<file path="src/rtl/xtop_pkg.sv">
// Shared widths, opcodes and ROM image type for the picoVersat minimal controller.
package xtop_pkg;
    localparam int DATA_W      = 32;
    localparam int REGF_ADDR_W = 4;
    localparam int REGF_N      = 1 << REGF_ADDR_W;
    localparam int PROG_ADDR_W = 8;
    localparam int PROG_DEPTH  = 1 << PROG_ADDR_W;
    localparam int INSTR_W     = 16;

    localparam logic [3:0] OP_NOP   = 4'd0;
    localparam logic [3:0] OP_LDI   = 4'd1;
    localparam logic [3:0] OP_LDIH  = 4'd2;
    localparam logic [3:0] OP_RDW   = 4'd3;
    localparam logic [3:0] OP_WRW   = 4'd4;
    localparam logic [3:0] OP_RDWB  = 4'd5;
    localparam logic [3:0] OP_WRWB  = 4'd6;
    localparam logic [3:0] OP_ADDI  = 4'd7;
    localparam logic [3:0] OP_ADD   = 4'd8;
    localparam logic [3:0] OP_SUB   = 4'd9;
    localparam logic [3:0] OP_AND   = 4'd10;
    localparam logic [3:0] OP_XOR   = 4'd11;
    localparam logic [3:0] OP_SHFT  = 4'd12;
    localparam logic [3:0] OP_BEQI  = 4'd13;
    localparam logic [3:0] OP_BNEQI = 4'd14;
    localparam logic [3:0] OP_SYS   = 4'd15;

    localparam logic [11:0] TRAP_IMM = 12'hFFF;

    // Whole ROM image; word 0 sits in the least significant slice.
    typedef logic [PROG_DEPTH-1:0][INSTR_W-1:0] prog_t;

    typedef struct packed {
        logic [3:0]  op;
        logic [11:0] imm;
    } instr_t;

    function automatic logic [DATA_W-1:0] sext12(input logic [11:0] v);
        return {{(DATA_W-12){v[11]}}, v};
    endfunction
endpackage

</file>
<file path="src/rtl/xtop_if.sv">
// Host parallel port of the controller: register-file access plus the trap flag.
interface xtop_if;
    import xtop_pkg::*;

    logic [REGF_ADDR_W-1:0] par_addr;
    logic                   par_we;
    logic [DATA_W-1:0]      par_in;
    logic [DATA_W-1:0]      par_out;
    logic                   trap;

    modport master (output par_addr, par_we, par_in, input par_out, trap);
    modport slave  (input par_addr, par_we, par_in, output par_out, trap);
endinterface

</file>
<file path="src/rtl/xregf.sv">
// 16-entry register file: one CPU and one host write port, three combinational reads.
module xregf
    import xtop_pkg::*;
(
    input  logic                   clk,
    input  logic                   rst,
    input  logic                   cpu_we_i,
    input  logic [REGF_ADDR_W-1:0] cpu_addr_i,
    input  logic [DATA_W-1:0]      cpu_data_i,
    input  logic                   host_we_i,
    input  logic [REGF_ADDR_W-1:0] host_addr_i,
    input  logic [DATA_W-1:0]      host_data_i,
    input  logic [REGF_ADDR_W-1:0] op_addr_i,
    input  logic [REGF_ADDR_W-1:0] rb_addr_i,
    output logic [DATA_W-1:0]      op_data_o,
    output logic [DATA_W-1:0]      rb_data_o,
    output logic [DATA_W-1:0]      par_out_o
);
    logic [DATA_W-1:0] reg_1 [REGF_N];

    // Host write takes priority when both ports hit the same register.
    always_ff @(posedge clk or negedge rst) begin
        if (!rst) begin
            for (int i = 0; i < REGF_N; i++) reg_1[i] <= '0;
        end else begin
            for (int i = 0; i < REGF_N; i++) begin
                if (host_we_i && host_addr_i == REGF_ADDR_W'(i))
                    reg_1[i] <= host_data_i;
                else if (cpu_we_i && cpu_addr_i == REGF_ADDR_W'(i))
                    reg_1[i] <= cpu_data_i;
            end
        end
    end

    assign op_data_o = reg_1[op_addr_i];
    assign rb_data_o = reg_1[rb_addr_i];
    assign par_out_o = reg_1[host_addr_i];
endmodule

</file>
<file path="src/rtl/xtop.sv">
// picoVersat minimal controller: single-cycle accumulator machine with ROM, register file and trap.
module xtop
    import xtop_pkg::*;
#(
    parameter prog_t PROG_INIT = '0
) (
    input  logic  clk,
    input  logic  rst,
    xtop_if.slave host
);
    logic [PROG_ADDR_W-1:0] pc_q, pc_d;
    logic [DATA_W-1:0]      ra_q, ra_d;
    logic [REGF_ADDR_W-1:0] rb_q, rb_d;
    logic                   trap_q, trap_d;

    instr_t                 instr;
    logic [DATA_W-1:0]      sx;
    logic [DATA_W-1:0]      r_val;
    logic [DATA_W-1:0]      rbx_val;
    logic                   cpu_we;
    logic [REGF_ADDR_W-1:0] cpu_addr;

    assign instr = instr_t'(PROG_INIT[pc_q]);
    assign sx    = sext12(instr.imm);

    xregf regf (
        .clk         (clk),
        .rst         (rst),
        .cpu_we_i    (cpu_we),
        .cpu_addr_i  (cpu_addr),
        .cpu_data_i  (ra_q),
        .host_we_i   (host.par_we),
        .host_addr_i (host.par_addr),
        .host_data_i (host.par_in),
        .op_addr_i   (instr.imm[REGF_ADDR_W-1:0]),
        .rb_addr_i   (rb_q),
        .op_data_o   (r_val),
        .rb_data_o   (rbx_val),
        .par_out_o   (host.par_out)
    );

    always_comb begin
        pc_d     = pc_q + PROG_ADDR_W'(1);
        ra_d     = ra_q;
        rb_d     = rb_q;
        trap_d   = trap_q;
        cpu_we   = 1'b0;
        cpu_addr = instr.imm[REGF_ADDR_W-1:0];

        case (instr.op)
            OP_NOP:   ;
            OP_LDI:   ra_d = sx;
            OP_LDIH:  ra_d = {ra_q[DATA_W-13:0], instr.imm};
            OP_RDW:   ra_d = r_val;
            OP_WRW:   cpu_we = 1'b1;
            OP_RDWB:  ra_d = rbx_val;
            OP_WRWB: begin
                cpu_we   = 1'b1;
                cpu_addr = rb_q;
            end
            OP_ADDI:  ra_d = ra_q + sx;
            OP_ADD:   ra_d = ra_q + r_val;
            OP_SUB:   ra_d = ra_q - r_val;
            OP_AND:   ra_d = ra_q & r_val;
            OP_XOR:   ra_d = ra_q ^ r_val;
            OP_SHFT:  ra_d = instr.imm[0] ? {ra_q[DATA_W-1], ra_q[DATA_W-1:1]}
                                          : {ra_q[DATA_W-2:0], 1'b0};
            OP_BEQI:  if (ra_q == '0) pc_d = instr.imm[PROG_ADDR_W-1:0];
            OP_BNEQI: if (ra_q != '0) pc_d = instr.imm[PROG_ADDR_W-1:0];
            OP_SYS: begin
                if (instr.imm == TRAP_IMM) trap_d = 1'b1;
                else                       rb_d   = ra_q[REGF_ADDR_W-1:0];
            end
        endcase

        // Once trapped the CPU side is frozen; only the host port keeps working.
        if (trap_q) begin
            pc_d   = pc_q;
            ra_d   = ra_q;
            rb_d   = rb_q;
            cpu_we = 1'b0;
        end
    end

    always_ff @(posedge clk or negedge rst) begin
        if (!rst) begin
            pc_q   <= '0;
            ra_q   <= '0;
            rb_q   <= '0;
            trap_q <= 1'b0;
        end else begin
            pc_q   <= pc_d;
            ra_q   <= ra_d;
            rb_q   <= rb_d;
            trap_q <= trap_d;
        end
    end

    assign host.trap = trap_q;
endmodule

</file>
<file path="src/flat_wrapper.sv">
// flat-port wrapper written by rule: the top's interface ports become plain ports
module xtop_flat import xtop_pkg::*;
#(
    parameter prog_t PROG_INIT = '0
)
  (clk, rst, host_par_addr, host_par_we, host_par_in, host_par_out, host_trap);
  xtop_if host_i ();
  input  logic clk;
  input  logic rst;
  input wire logic [$bits(host_i.par_addr)-1:0] host_par_addr;
  input wire logic [$bits(host_i.par_we)-1:0] host_par_we;
  input wire logic [$bits(host_i.par_in)-1:0] host_par_in;
  output wire logic [$bits(host_i.par_out)-1:0] host_par_out;
  output wire logic [$bits(host_i.trap)-1:0] host_trap;
  assign host_i.par_addr = host_par_addr;
  assign host_i.par_we = host_par_we;
  assign host_i.par_in = host_par_in;
  assign host_par_out = host_i.par_out;
  assign host_trap = host_i.trap;
  xtop #(.PROG_INIT(PROG_INIT)) u_core (.clk(clk), .rst(rst), .host(host_i));
endmodule
</file>
<file path="config.mk">
export PLATFORM = sky130hd
export DESIGN_NAME = xtop_flat
export DESIGN_NICKNAME = d
export VERILOG_FILES = /design/src/rtl/xtop_pkg.sv /design/src/rtl/xtop_if.sv /design/src/rtl/xregf.sv /design/src/rtl/xtop.sv /design/src/flat_wrapper.sv
export SDC_FILE = /design/constraint.sdc
export NUM_CORES = 1
export LEC_CHECK = 0
export BUFFER_PORTS_ARGS = -buffer_cell sky130_fd_sc_hd__buf_4
export CAP_MARGIN = 15
export CORE_ASPECT_RATIO = 1.1
export CORE_MARGIN = 3
export CORE_UTILIZATION = 61
export DETAILED_ROUTE_END_ITERATION = 12
export PLACE_DENSITY = 0.83
export SETUP_SLACK_MARGIN = 0.5
export SKIP_LAST_GASP = 1
export SLEW_MARGIN = 20
export SYNTH_ARGS = -nofsm -noshare
export SYNTH_HDL_FRONTEND = slang
export SYNTH_SLANG_ARGS = --single-unit
</file>
<file path="constraint.sdc">
create_clock -name clk -period 2.5 [get_ports clk]
set_input_delay 0.5 -clock clk [delete_from_list [all_inputs] [get_ports clk]]
set_output_delay 0.5 -clock clk [all_outputs]
set_load 0.01 [all_outputs]
</file>
# After elaboration in Yosys (flattened, before gate mapping)
# Memories as Yosys holds them, arrays and structs flattened.
# Index checks and enable logic that the tools add are counted.
# word_totals
reg_bits	557
mem_bits_ro	4096
input_bits	39
out_inout_bits	33
word_cells	192
memories	1
# classes
n_addsub	4
magnitude_cmp	4
eq_ne	47
n_mux	50
bitwise	7
n_reduce_logical	58
# mem_list
memory	depth	word_bits	rd	rd_ports_with_merged_regs	wr	line	source
(name not given)	256	16	1	0	0	xtop.sv:23	assign instr = instr_t'(PROG_INIT[pc_q]);
# op_table
op	count
$mux 32	39
$bmux 32 s4	3
$pmux 32 s10	1
$eq 4x4->1 const B	24
$add 32x32->32	2
$eq 4x3->1 const B	12
$and 32x32->32	1
$logic_and 1x1->1	32
$logic_not 32->1	1
$reduce_bool 2->1	16
$reduce_bool 32->1	1
$sub 32x32->32	1
$xor 32x32->32	1
$eq 4x2->1 const B	6
$mux 16	1
$mux 8	2
$pmux 8 s2	1
$ge 5x5->1 const B	3
$not 4->5	3
$eq 12x12->1 const B	1
$eq 4x1->1 const B	3
$reduce_bool 10->1	1
$lt 8x9->1 const B	1
$add 8x1->8 const B	1
8 further kinds	13

# Longest topological paths before layout
# logic_depth
depth_word	9
mapped_depth	6
depth_no_buf	3

# By module
# A second synthesis with hierarchy kept.
# hier_totals
cells_unflattened	3946
area_unflattened_um2	37284.5
# by_module_without_submodules
module	instances	cells_per_inst	area_each_um2	seq_area_each_um2
xregf	1	3944	37273.2	12812.3
xtop	1	2	11.3	0.0

# Worst setup path after synthesis
# OpenSTA, ideal clock, no wires.
# synth_path
kind	input to output
from	input host_par_addr[0]
to	output host_par_out[10]
t_arrival_ns	1.877
required_ns	2.000
setup_slack_ns	0.123
cell_stages	6
n_path_buf	3
path_cell_list	buf_2 -> buf_2 -> buf_2 -> mux4_2 -> a22oi_1 -> nand2_1
# synth_via
elab_chain_len	4
# synth_lines
item	line	source
start: declaration	flat_wrapper.sv:10	input wire logic [$bits(host_i.par_addr)-1:0] host_par_addr;
$not 4->5 (not written as such)	xregf.sv:37	assign par_out_o = reg_1[host_addr_i];
$bmux 32 s4	xregf.sv:37	
$mux 32 (not written as such) (2 in series)	xregf.sv:37	
end: declaration	flat_wrapper.sv:13	output wire logic [$bits(host_i.par_out)-1:0] host_par_out;
# No other way between the ends. The select of a mux whose other input is x is not followed.

# Final worst setup path
# layout_path
from	register u_core.regf.reg_1[268] in the netlist's numbering
to	output host_par_out[12]
# layout_via
elab_chain_len	3
# layout_lines
item	line	source
start: declaration	xregf.sv:19	logic [DATA_W-1:0] reg_1 [REGF_N];
start signal: indexed assignment	xregf.sv:28	reg_1[i] <= host_data_i;
start signal: indexed assignment	xregf.sv:30	reg_1[i] <= cpu_data_i;
$bmux 32 s4	xregf.sv:37	
$mux 32 (not written as such) (2 in series)	xregf.sv:37	
# No other way between the ends. The select of a mux whose other input is x is not followed.

==> metrics.md <==
| Metric | Value |
|---|---|
| Area grow syn2layout | `18.64%` |
| Max reg flops | `512` |
| Clock slew at reported path FFs | `0.06 ns` |
| Regs by FF count | `u_core.regf.reg_1 x512` |
| Critical Path AT | `1.92 ns` |
| Clock buffer depth | `3` |
| Distinct cells, synth | `22` |
| Finished Layout Cells | `2033` |
| Residual DRC | `0` |
| FP Rows | `73` |
| Routed WL | `54.30 mm` |
| Leakage | `11.62 nW` |
| Core box area | `36540 um2` |
| Setup Skew | `0 ns` |
| Reg-to-reg slack, setup | `1.59 ns` |
| Final Worst Setup Slack | `0.07747 ns` |
| CP Capture Type | `output pin` |
| Vias per cell | `6.467` |
| Final setup viols | `0` |
| Cell count after synthesis | `1408` |
| Synth Area per Inst | `16.22 um2` |
| Worst setup SP type | `flop` |
| Clock sink total | `roughly 510` |
| Sequential area share after synthesis | `56.09%` |
| Largest net degree at the start of global routing | `89` |
| Top-area cell type share of the netlist area | `56.09%` |
| CTS root buf | `clkbuf_16` |
| Critical path class | `flop to output pin` |
| Critical Path RT | `2.00 ns` |
| Post-Syn Nets | `1447` |
| H-tree depth | `2` |
| Hold WS | `0.2670 ns` |
| Worst hold path type | `primary input to flop` |
| Initial antenna violation count | `1` |
| Crit path time final | `2.423 ns` |
| Routed len/inst | `between 20 and 30 um` |
| Cell Area, Synth | `between 20000 and 25000 um2` |
| Ports | `72` |
| Tot GR Track Use | `28.01%` |
| Dpl hpwl | `30.94 mm` |
| Fin crit share | `96.90%` |
| Worst vdd ir | `0.7423 mV` |
| Yosys reg bits | `512` |
| N_diodes | `0` |
| Hold path start | `host_par_in[5]` |
| Unrepaired setup endpoints after global routing | `true` |
| GPL Wtd Cong | `around 0.76` |
| PwrDens | `approximately 870 nW/um2` |
| Cell taking the most area after synthesis | `dfrtp_1` |
| Antenna-violating nets left | `0` |
| Die Span X | `190.5 um` |
| DIE AREA | `39810 um2` |
| Layout fillers | `2100` |
| DRT Pass-1 Iters | `4` |
| Synthesis Warnings | `0` |
| Clk_lat worst skew | `roughly 0.58 ns` |
| Crit-path max FO | `2` |
| Top reg by flops | `u_core.regf.reg_1` |
| Iter 0 DRT Violations | `874` |
| Share of cells above drive strength 1 | `about 63%` |
| FF-to-FF Start | `u_core.regf.reg_1[189]` |
| First-pass GRT wire length | `84.90 mm` |
| Initial core utilization | `62.52%` |
| GRT overflow | `0` |
| Cts bufs inserted | `50` |
| Number of global-route vias before repair | `roughly 14k` |
| Pre-CTS WS | `-0.02077 ns` |
| Hold Path End | `u_core.regf.reg_1[389]` |
| Worst-case reg-to-reg path depth | `2` |
| Final Hold Vio Count | `0` |
| Max Clk Rate | `412.8 MHz` |
| Leading cell types in the layout, fill and taps excluded | `512 x dfrtp_1, 502 x mux2_2, 128 x mux4_2, 102 x buf_4, 55 x a22oi_2` |
| Hold depth | `2` |
| DP Cell Count | `1916` |
| Worst r2r dst | `u_core.regf.reg_1[189]` |
| Number of port buffers | `70` |
| Max cap viols | `0` |
| Die height | `209.0 um` |
| Status | `completed` |
| Total power | `23.59 mW` |
| Synth area leaders | `dfrtp_1 56%, mux2_2 25%, mux4_2 13%, a22oi_1 2.1%, buf_2 1.2%` |
| Detailed-route via count | `between 10k and 15k` |
| Most common cell after layout, fill and taps aside | `dfrtp_1` |
| CTS tree | `yes` |
| # nets final | `1547` |
| Max Slew Vio Count | `0` |
-- metal layers --
| metal | GRT usage [%] | up-vias | wire length, um |
|---|---|---|---|
| met5 | 0 | - | 20 |
| met4 | 7.770 | 2 | 1332 |
| met3 | 4.513 | 102 | 2763 |
| met2 | 45.90 | 378 | 27050 |
| met1 | 39.72 | 7213 | 23140 |
| li1 | - | 5452 | - |
-- through the flow --
step	cell area (um2)	setup TNS, ns	utilization [%]
6_report	27100	0	74.17
2_1_floorplan	22990	0	-
4_1_cts	26920	0	73.68
3_5_place_dp	24610	-0.05355	67.37
3_3_place_gp	24610	-0.05041	67.37
5_1_grt	27100	0	74.17
-- repair_timing --
action                                  in CTS  in global routing
hold buffers                                 1                  0
hold endpoints to repair                    40                  0
endpoints found under the setup margin      32                 32
pin swaps                                   48                  9
resized for setup                           77                 23
cloned                                       5                  1
buffers inserted                            13                  7
-- cell type report --
class                      instances  area, um2  share of cell area [%]
clock buffer                      81       1551                   5.725
multi-input combinational        765       9811                   36.20
timing repair buffer             179       2167                   7.997
tap                              487      609.3                   2.249
clock inverter                     9      147.6                  0.5448
sequential                       512      12810                   47.28
-- power breakdown --
group / total, mW / leakage [nW] / internal [mW] / switching, mW
sequential: 11.2 / 6.28 / 10.2 / 1.01
combinational: 4.59 / 4.51 / 2.91 / 1.68
clock: 7.77 / 0.831 / 4.64 / 3.14
total: 23.6 / 11.6 / 17.8 / 5.82
-- kinds of logic after synthesis --
family	share of synthesized area (%)
mux	37.86
flops	56.09
buf+inv	2.739
compound gates	2.103
simple gates	1.189
other cells	0.01642
-- synthesized netlist by cell type (all sizes together) --
library cell / number
clkbuf: 60
nand3: 1
nor2: 11
nor3b: 1
mux4: 128
nor2b: 2
or3: 3
nand2: 34
nand3b: 3
buf: 71
conb: 1
a22oi: 64
and3: 1
nand2b: 3
mux2: 512
and2: 1
dfrtp: 512
-- critical path, cell delays in order, from the launching register on --
cell and delay (ns):
dfrtp_1 0.37, mux4_2 0.49, a22oi_2 0.21, nand2_2 0.11, buf_4 0.16
-- worst max path at each step --
stage	slack (ns)	cells after the start	start	to
3_5_place_dp	-0.02	6	host_par_addr[0]	host_par_out[26]
5_1_grt	0.03	4	u_core.regf.reg_1[314]	host_par_out[26]
3_3_place_gp	-0.03	6	host_par_addr[0]	host_par_out[0]
2_1_floorplan	0.35	6	host_par_addr[0]	host_par_out[6]
6_report	0.08	4	u_core.regf.reg_1[268]	host_par_out[12]
4_1_cts	0.08	4	u_core.regf.reg_1[263]	host_par_out[7]
Power figures use the tool's default switching activity.
